<file path="src/rtl/rsa_modexp_if.sv">
// Request/response bundle for the modular exponentiator.
// The requester drives start and the operands; the exponentiator returns
// status and the result.
interface rsa_modexp_if #(
    parameter int K = 64
);
    logic         start;
    logic [K-1:0] base;
    logic [K-1:0] exponent;
    logic [K-1:0] modulus;
    logic         busy;
    logic         done;
    logic         error;
    logic [K-1:0] result;

    modport master (
        output start, base, exponent, modulus,
        input  busy, done, error, result
    );

    modport slave (
        input  start, base, exponent, modulus,
        output busy, done, error, result
    );
endinterface

</file>
<file path="src/rtl/rsa_modexp.sv">
// Iterative right-to-left modular exponentiator: result = base^exponent mod modulus.
// A single bit-serial interleaved modular multiplier (one operand bit per cycle,
// K cycles per product) is shared by the base reduction, multiply and square steps.
module rsa_modexp #(
    parameter int WIDTH = 32
) (
    input  logic        clk_i,
    input  logic        rst_ni,
    rsa_modexp_if.slave bus
);
    localparam int K  = 2 * WIDTH;
    localparam int CW = $clog2(K);

    typedef enum logic [2:0] {
        IDLE,
        REDUCE,
        CHECK,
        MUL,
        SQR,
        FINISH
    } state_t;

    state_t         state_q, state_d;
    logic [K-1:0]   base_q;
    logic [K-1:0]   mod_q;
    logic [K-1:0]   ecnt_q;
    logic [K-1:0]   res_q;
    logic [K-1:0]   pow_q;
    logic [K-1:0]   acc_q;
    logic [CW-1:0]  bit_q;
    logic           err_q;
    logic [K-1:0]   result_q;
    logic           error_q;

    logic           accept;
    logic           bad_mod;
    logic           last_bit;
    logic [K-1:0]   mul_a;
    logic [K-1:0]   mul_b;
    logic           mul_bit;
    logic [K:0]     n_ext;
    logic [K:0]     t_dbl;
    logic [K:0]     t_red;
    logic [K:0]     t_add;
    logic [K-1:0]   acc_next;

    assign accept   = (state_q == IDLE) && bus.start;
    assign bad_mod  = (bus.modulus < K'(2));
    assign last_bit = (bit_q == '0);

    // Select the multiplier operands for the current phase; a is always < n.
    always_comb begin
        mul_a = res_q;
        mul_b = pow_q;
        case (state_q)
            REDUCE:  begin mul_a = K'(1); mul_b = base_q; end
            MUL:     begin mul_a = res_q; mul_b = pow_q;  end
            SQR:     begin mul_a = pow_q; mul_b = pow_q;  end
            default: begin mul_a = res_q; mul_b = pow_q;  end
        endcase
    end

    assign mul_bit = mul_b[bit_q];

    // One step of the interleaved multiply: double, reduce, conditionally add, reduce.
    // Both reductions need only one subtraction because every intermediate stays below 2n.
    always_comb begin
        n_ext    = {1'b0, mod_q};
        t_dbl    = {acc_q, 1'b0};
        t_red    = (t_dbl >= n_ext) ? (t_dbl - n_ext) : t_dbl;
        t_add    = mul_bit ? (t_red + {1'b0, mul_a}) : t_red;
        acc_next = (t_add >= n_ext) ? K'(t_add - n_ext) : K'(t_add);
    end

    // State register.
    always_ff @(posedge clk_i or negedge rst_ni) begin
        if (!rst_ni) begin
            state_q <= IDLE;
        end else begin
            state_q <= state_d;
        end
    end

    // Next-state logic. A bad modulus passes through CHECK with a zero exponent
    // counter so it reaches FINISH one cycle after acceptance.
    always_comb begin
        state_d = state_q;
        case (state_q)
            IDLE:    if (bus.start) state_d = bad_mod ? CHECK : REDUCE;
            REDUCE:  if (last_bit) state_d = CHECK;
            CHECK: begin
                if (ecnt_q == '0)     state_d = FINISH;
                else if (ecnt_q[0])   state_d = MUL;
                else                  state_d = SQR;
            end
            MUL:     if (last_bit) state_d = SQR;
            SQR:     if (last_bit) state_d = CHECK;
            FINISH:  state_d = IDLE;
            default: state_d = IDLE;
        endcase
    end

    // Operand capture, multiplier iteration and write-back of products.
    always_ff @(posedge clk_i or negedge rst_ni) begin
        if (!rst_ni) begin
            base_q   <= '0;
            mod_q    <= '0;
            ecnt_q   <= '0;
            res_q    <= '0;
            pow_q    <= '0;
            acc_q    <= '0;
            bit_q    <= '0;
            err_q    <= 1'b0;
            result_q <= '0;
            error_q  <= 1'b0;
        end else begin
            case (state_q)
                IDLE: begin
                    if (accept) begin
                        base_q <= bus.base;
                        mod_q  <= bus.modulus;
                        ecnt_q <= bad_mod ? '0 : bus.exponent;
                        err_q  <= bad_mod;
                        acc_q  <= '0;
                        bit_q  <= CW'(K - 1);
                    end
                end
                REDUCE, MUL, SQR: begin
                    if (last_bit) begin
                        acc_q <= '0;
                        bit_q <= CW'(K - 1);
                        if (state_q == REDUCE) begin
                            pow_q <= acc_next;
                            res_q <= K'(1);
                        end else if (state_q == MUL) begin
                            res_q <= acc_next;
                        end else begin
                            pow_q  <= acc_next;
                            ecnt_q <= ecnt_q >> 1;
                        end
                    end else begin
                        acc_q <= acc_next;
                        bit_q <= bit_q - CW'(1);
                    end
                end
                CHECK: begin
                    // Outputs update only on the edge that enters FINISH.
                    if (ecnt_q == '0) begin
                        result_q <= err_q ? '0 : res_q;
                        error_q  <= err_q;
                    end
                end
                default: ;
            endcase
        end
    end

    assign bus.busy   = (state_q != IDLE) && (state_q != FINISH);
    assign bus.done   = (state_q == FINISH);
    assign bus.error  = error_q;
    assign bus.result = result_q;
endmodule

</file>
<file path="src/flat_wrapper.sv">
// flat-port wrapper written by rule: the top's interface ports become plain ports
module rsa_modexp_flat 
#(
    parameter int WIDTH = 32
)
  (clk_i, rst_ni, bus_start, bus_base, bus_exponent, bus_modulus, bus_busy, bus_done, bus_error, bus_result);
  rsa_modexp_if #(.K((2 * WIDTH))) bus_i ();
  input  logic clk_i;
  input  logic rst_ni;
  input wire logic [$bits(bus_i.start)-1:0] bus_start;
  input wire logic [$bits(bus_i.base)-1:0] bus_base;
  input wire logic [$bits(bus_i.exponent)-1:0] bus_exponent;
  input wire logic [$bits(bus_i.modulus)-1:0] bus_modulus;
  output wire logic [$bits(bus_i.busy)-1:0] bus_busy;
  output wire logic [$bits(bus_i.done)-1:0] bus_done;
  output wire logic [$bits(bus_i.error)-1:0] bus_error;
  output wire logic [$bits(bus_i.result)-1:0] bus_result;
  assign bus_i.start = bus_start;
  assign bus_i.base = bus_base;
  assign bus_i.exponent = bus_exponent;
  assign bus_i.modulus = bus_modulus;
  assign bus_busy = bus_i.busy;
  assign bus_done = bus_i.done;
  assign bus_error = bus_i.error;
  assign bus_result = bus_i.result;
  rsa_modexp #(.WIDTH(WIDTH)) u_core (.clk_i(clk_i), .rst_ni(rst_ni), .bus(bus_i));
endmodule
</file>
<file path="config.mk">
export PLATFORM = sky130hd
export DESIGN_NAME = rsa_modexp_flat
export DESIGN_NICKNAME = d
export VERILOG_FILES = /design/src/rtl/rsa_modexp_if.sv /design/src/rtl/rsa_modexp.sv /design/src/flat_wrapper.sv
export SDC_FILE = /design/constraint.sdc
export NUM_CORES = 1
export LEC_CHECK = 0
export ABC_AREA = 1
export CORE_MARGIN = 3
export CORE_UTILIZATION = 35
export DETAILED_ROUTE_END_ITERATION = 16
export PLACE_DENSITY = 0.53
export RECOVER_POWER = 50
export SYNTH_ARGS = -nofsm -noshare
export SYNTH_HDL_FRONTEND = slang
export SYNTH_SLANG_ARGS = --single-unit
</file>
<file path="constraint.sdc">
create_clock -name clk_i -period 5.8 [get_ports clk_i]
set_input_delay 1.45 -clock clk_i [delete_from_list [all_inputs] [get_ports clk_i]]
set_output_delay 1.45 -clock clk_i [all_outputs]
set_load 0.02 [all_outputs]
</file>
* After elaboration in Yosys (flattened, before gate mapping)
Cells that the tools add are included.
** Storage, ports and cells
- Bits in registers :: 459
- Bits in latches :: 0
- RAM bits :: 0
- Bits in read-only memories :: 0
- Input bits :: 195
- Output and inout bits :: 67
- Logic and storage cells :: 81
- Memories kept :: 0
** Cells by class
- $add $sub $neg :: 4
- Multiply operators :: 0
- Divide/modulo/power cells :: 0
- $lt $le $gt $ge :: 4
- Eq/ne operators :: 14
- Shifts and indexed selects :: 0
- Mux-type cells :: 31
- Bitwise gates (word level) :: 0
- Reductions and logical operators :: 17
** Operators by type and width (number)
- two-way mux 64 bit :: 14
- case mux 64 bit (2 select lines) :: 3
- >= comparator 65 x 64 -> 1 bit :: 2
- two-way mux 65 bit :: 2
- adder 65 x 64 -> 65 bit :: 1
- subtractor 65 x 64 -> 65 bit :: 1
- zero test 64 bit :: 1
- less-than comparator 64 x 2 -> 1 bit, second input constant :: 1
- subtractor 64 bit :: 1
- two-way mux 3 bit :: 5
- two-way mux 6 bit :: 2
- case mux 3 bit (4 select lines) :: 1
- case mux 6 bit (2 select lines) :: 1
- inequality test 2 x 1 -> 1 bit, second input constant :: 5
- AND reduction 3 bit :: 3
- less-than comparator 6 x 7 -> 1 bit, second input constant :: 1
- binary-select mux 1 bit (select 6 bit) :: 1
- == test 3 x 2 -> 1 bit, second input constant :: 2
- == test 3 bit, second input constant :: 2
- zero test 6 bit :: 1
- inequality test 2 bit, second input constant :: 3
- AND reduction 2 bit :: 3
- subtractor 6 x 1 -> 6 bit, second input constant :: 1
- AND reduction 5 bit :: 1
- 10 further kinds :: 12

* Depth between registers and ports, before layout
- Depth in word-level cells :: 9
- Depth in mapped cells :: 54

* Worst setup path before layout
No wires, ideal clock.
- Path kind :: reg2reg
- Start :: register u_core.acc_q[30]
- End :: register u_core.pow_q[30]
- Setup time :: 118 ps
- Arrival time :: 6119 ps
- Data required time :: 5682 ps
- Setup slack :: -437 ps
- Stages on the path, launching flop included :: 43
- Buffers on the path :: 4
- Path through :: dfrtp_1 -> ha_1 -> nand2_1 -> nor2_1 -> inv_1 -> nor2_1 -> inv_1 -> nor3_1 -> nand2_1 -> nand3_1 -> nand2_1 -> nand2_2 -> buf_4 -> buf_2 -> nand2_1 -> inv_1 -> ha_1 -> inv_1 -> (+7 left out) -> nand2_1 -> xnor2_1 -> nand2_1 -> nand2_1 -> inv_1 -> ha_1 -> a21oi_1 -> o21a_1 -> a21boi_0 -> o21ai_0 -> a21oi_1 -> nand2_1 -> nand2_1 -> clkbuf_1 -> clkbuf_1 -> nand4_1 -> nand3_1 -> nand2_1
** Between the ends
- Longest elaborated chain between the ends :: 8
** Ends and longest elaborated chain
- start: declaration :: line rsa_modexp.sv:29 : logic [K-1:0] acc_q;
- start signal: assignment :: line rsa_modexp.sv:142 : acc_q <= acc_next;
- subtractor 65 x 64 -> 65 bit / >= comparator 65 x 64 -> 1 bit (equally long branches) :: line rsa_modexp.sv:70 : t_red = (t_dbl >= n_ext) ? (t_dbl - n_ext) : t_dbl;
- two-way mux 65 bit * :: line rsa_modexp.sv:70
- adder 65 x 64 -> 65 bit :: line rsa_modexp.sv:71 : t_add = mul_bit ? (t_red + {1'b0, mul_a}) : t_red;
- two-way mux 65 bit * :: line rsa_modexp.sv:71
- >= comparator 65 x 64 -> 1 bit / subtractor 64 bit (equally long branches) :: line rsa_modexp.sv:72 : acc_next = (t_add >= n_ext) ? K'(t_add - n_ext) : K'(t_add);
- two-way mux 64 bit * :: line rsa_modexp.sv:72
- two-way mux 64 bit :: line rsa_modexp.sv:135 : end else if (state_q == MUL) begin
- two-way mux 64 bit * :: line rsa_modexp.sv:132 : if (state_q == REDUCE) begin
- end signal: assignment :: line rsa_modexp.sv:133 : pow_q <= acc_next;
- end signal: assignment :: line rsa_modexp.sv:138 : pow_q <= acc_next;
- end: declaration :: line rsa_modexp.sv:28 : logic [K-1:0] pow_q;
Mark *: on every way between the ends. The rest lies on a longest branch, timed or not. The select of a mux whose other input is x is not followed.
A chain may end at the register's enable or synchronous reset.

* Worst setup path after layout
- Start :: register u_core.acc_q[31]
- End :: register u_core.acc_q[23]
** Between the ends
- Longest elaborated chain between the ends :: 8
** Ends and longest elaborated chain
- subtractor 65 x 64 -> 65 bit / >= comparator 65 x 64 -> 1 bit (equally long branches) :: line rsa_modexp.sv:70
- two-way mux 65 bit * :: line rsa_modexp.sv:70
- adder 65 x 64 -> 65 bit :: line rsa_modexp.sv:71
- two-way mux 65 bit * :: line rsa_modexp.sv:71
- >= comparator 65 x 64 -> 1 bit / subtractor 64 bit (equally long branches) :: line rsa_modexp.sv:72
- two-way mux 64 bit * :: line rsa_modexp.sv:72
- two-way mux 64 bit * :: line rsa_modexp.sv:129 : if (last_bit) begin
- case mux 64 bit (2 select lines) * :: line rsa_modexp.sv:117 : case (state_q)
Mark *: on every way between the ends. The rest lies on a longest branch, timed or not.

==> summary.md <==
| Metric | Value |
|---|---|
| Chip width | `327.9 microns` |
| Mapped Area | `36270 sq um` |
| Max cap viols | `6` |
| Critical Path Max Stage Delay | `about 0.47 ns` |
| Vias in the first global route | `43940` |
| DR WL/cell | `22.91 microns` |
| Setup violations, final | `192` |
| Crit-path most repeated cell | `nand2_2` |
| Asr flop ratio synth | `1.000` |
| Post-Syn Nets | `6006` |
| RePlAce Congestion | `1.013` |
| Met1 GRT Util | `0.5143` |
| DRT Pass-1 Iters | `6` |
| Root buffer cell | `clkbuf_16` |
| Die height | `327.9 microns` |
| R2r setup slk | `-1.29 ns` |
| Hold Crit Endpoint | `u_core.base_q[0]$_DFFE_PN0P_` |
| DRC viols | `0` |
| Critical path type | `flop to flop` |
| RSZ-0062 raised after global routing | `true` |
| FF+latch count, synth | `459` |
| Initial antenna violation count | `8` |
| Cell taking the most area after synthesis | `dfrtp_1` |
| CTS sink cnt | `459` |
| Minimum clock period after layout | `7.086 ns` |
| Pre-CTS setup slack | `-2.901 ns` |
| Crit path capture type | `flop` |
| Hold slack final | `0.4745 ns` |
| GRT overflow | `0` |
| Post-synth EDFFs | `0` |
| Start point of the worst hold path | `u_core.base_q[0]$_DFFE_PN0P_` |
| Final period util | `1.222` |
| Yosys top cell area share | `0.3167` |
| Max-slew violation count | `470` |
| FF+latch area | `11530 sq um` |
| Largest net degree at the start of global routing | `211` |
| Slew headroom | `-0.7767` |
| Avg Cell Area, Syn | `6.460 sq um` |
| DR iter-0 viols | `4939` |
| Yosys warning count | `0` |
| Worst Reg-to-Reg Cells | `46` |
| Post-Syn Instances | `5614` |
| First-pass GRT wire length | `approximately 290 mm` |
| Reg-to-reg critical path startpoint | `u_core.acc_q[31]$_DFFE_PN0P_` |
| Setup WS post-layout | `-1.286 ns` |
| Footprint of the multi-input gates | `26810 sq um` |
| Vias per cell | `5.261` |
| CTS clk-pin slew, worst paths | `0.06 ns` |
| Drt total wl | `roughly 200 mm` |
| Slowest-stage cell, CP | `dfrtp_2` |
| End of the worst register-to-register path | `u_core.acc_q[23]$_DFFE_PN0P_` |
| Area Growth Syn to Fin | `65.60%` |
| Sequential-to-total area share from yosys stat | `0.3167` |
| H-tree depth | `2` |
| CTS buffer count | `59` |
| Initial Utilization | `0.3544` |
| # hold bufs at CTS | `0` |
| CP Launch Type | `flop` |
| HPWL Detailed | `156.7 mm` |
| Row count | `117` |
| Synth area leaders | `dfrtp_1, nand2_1, inv_1, o21ai_0, ha_1` |
| Clock Latency Late Sink | `between 0.7 and 0.8 ns` |
| Die area | `107500 sq um` |
| M3 GR Usage | `0.07332` |
| Primary FF master, synth | `dfrtp_1` |
| Core ar. | `102300 sq um` |
| Share of layout cells above drive strength 1 | `0.3664` |
| Number of library cell types mapped by synthesis | `43` |
| TritonCTS clock tree | `done` |
| Transition time of the tightest slew-check pin | `2.665 ns` |
| Via count | `45816` |
| Worst EP required | `about 6.4 ns` |
| Worst Path Max Fanout | `7` |
| I/O pin count | `roughly 260` |
| Status | `finished with violations` |
| Final hold vios | `0` |
| Post-DRT Antenna Nets | `0` |
| F_max | `0.1411 GHz` |
| Fillers | `between 9000 and 10000` |
| Worst hold path class | `flop to flop` |
| Post-synth top cells | `nand2_1, inv_1, o21ai_0, nand3_1, dfrtp_1` |
| Met2 global-route usage | `0.5357` |
| WHS Path Cells | `2` |
| Nets@finish | `7682` |
| Skew final | `roughly 0.063 ns` |
| Arr. time, crit path | `7.72 ns` |
| Violated checks | `max-capacitance violations, max-slew violations, negative setup slack` |
| GRT Max-Usage Layer | `met2` |
| Buffers added on ports | `about 260` |
| Total Routing Usage GR | `0.3575` |
| Max Root-Sink Buffers | `3` |
| Leading cell type by number of instances after synthesis | `nand2_1` |
==> worst max-delay path, delay by kind of cell, from the launching register on <==
family                   cells  cell delay [ns]
buffers and inverters       13             1.66
AO/OA/AOI/OAI                3             0.48
flip-flops                   1             0.47
AND/OR/NAND/NOR             27             3.46
adder cells (fa/ha/maj)      3             0.90
==> layout by cell type, fill, tap and decap left out, drive strengths merged, types with 4 or more instances in the layout <==
cell type,count
nand2,1705
buf,1533
inv,730
o21ai,570
nand3,486
dfrtp,459
nor2,441
a21oi,310
clkdlybuf4s50,260
ha,194
xnor2,89
clkbuf,82
a22oi,65
nor4,44
xor2,42
o22ai,41
o21bai,39
nor3,35
nand4,29
a21o,26
or2,24
clkinv,21
a21boi,20
a31oi,18
nand3b,17
o21a,15
and3,10
clkinvlp,7
diode,5
o211ai,5
bufinv,4
a221oi,4
==> metal layers <==
layer  part of all wire  routed length [microns]
met1               0.45                    89440
met4              0.036                     7217
met3              0.090                    18060
met2               0.42                    84780
met5            0.00014                       27
==> per-stage QoR <==
stage	std cells	setup TNS, ns	util	area [sq um]
6_report	8709	-226.94	0.5869	60060
5_1_grt	8706	-272.11	0.5869	60050
4_1_cts	8653	-234.84	0.5538	56660
3_5_place_dp	8454	-524.01	0.4969	50840
3_3_place_gp	8454	-528.72	0.4969	50840
2_1_floorplan	5614	-0.6296	-	36310
==> cell families (layout without fill, tap and decap cells) <==
kind of cell    after synthesis  after routing  share of synthesized area
flops                       459            459                     0.3167
fa+ha+maj                   197            197                    0.06858
simple gates               2791           2792                     0.3164
buf+inv                     919           2640                    0.09787
compound gates             1117           1117                     0.1688
other cells                   0              5                          0
xor+xnor                    131            131                    0.03163
==> worst max path at each step <==
stage / startpoint / endpoint / slack (ns)
after floorplan: u_core.acc_q[30]$_DFFE_PN0P_ / u_core.res_q[25]$_DFFE_PN0P_ / -0.02
after CTS: u_core.acc_q[31]$_DFFE_PN0P_ / u_core.acc_q[61]$_DFFE_PN0P_ / -1.35
after global routing: u_core.acc_q[38]$_DFFE_PN0P_ / u_core.res_q[30]$_DFFE_PN0P_ / -1.49
final: u_core.acc_q[31]$_DFFE_PN0P_ / u_core.acc_q[23]$_DFFE_PN0P_ / -1.29
after global placement: u_core.acc_q[38]$_DFFE_PN0P_ / u_core.acc_q[23]$_DFFE_PN0P_ / -2.92
after detailed placement: u_core.acc_q[38]$_DFFE_PN0P_ / u_core.acc_q[23]$_DFFE_PN0P_ / -2.90
==> layout make-up <==
| cell class | count | share of cell area |
|---|---|---|
| repair buffers | 1804 | 0.2542 |
| multi-input cells | 4237 | 0.4464 |
| clock inverters | 33 | 0.005562 |
| well taps | 1368 | 0.02850 |
| clock buffers | 74 | 0.02752 |
| flip-flops and latches | 459 | 0.1919 |
| diodes | 5 | 0.0002083 |
| inverters | 729 | 0.04564 |
==> flip-flops by register name (all words and copies together) (netlist names) <==
| register | cells |
|---|---|
| u_core.res_q | 64 |
| u_core.bus.result | 64 |
| u_core.acc_q | 64 |
| u_core.bit_q | 6 |
| u_core.err_q | 1 |
| u_core.pow_q | 64 |
| u_core.bus.error | 1 |
| u_core.state_q | 3 |
| u_core.ecnt_q | 64 |
| u_core.mod_q | 64 |
| u_core.base_q | 64 |
==> what timing repair did <==
item / CTS / global route
buffers inserted: 76 / 56
resized for setup: 672 / 735
gates cloned: 17 / 1
pin swaps: 79 / 239
hold endpoints to repair: 0 / 0
setup endpoints to repair: 192 / 192
Power is not shown: default switching activity piles up to over one toggle a cycle in this logic, so the estimate is an artifact.
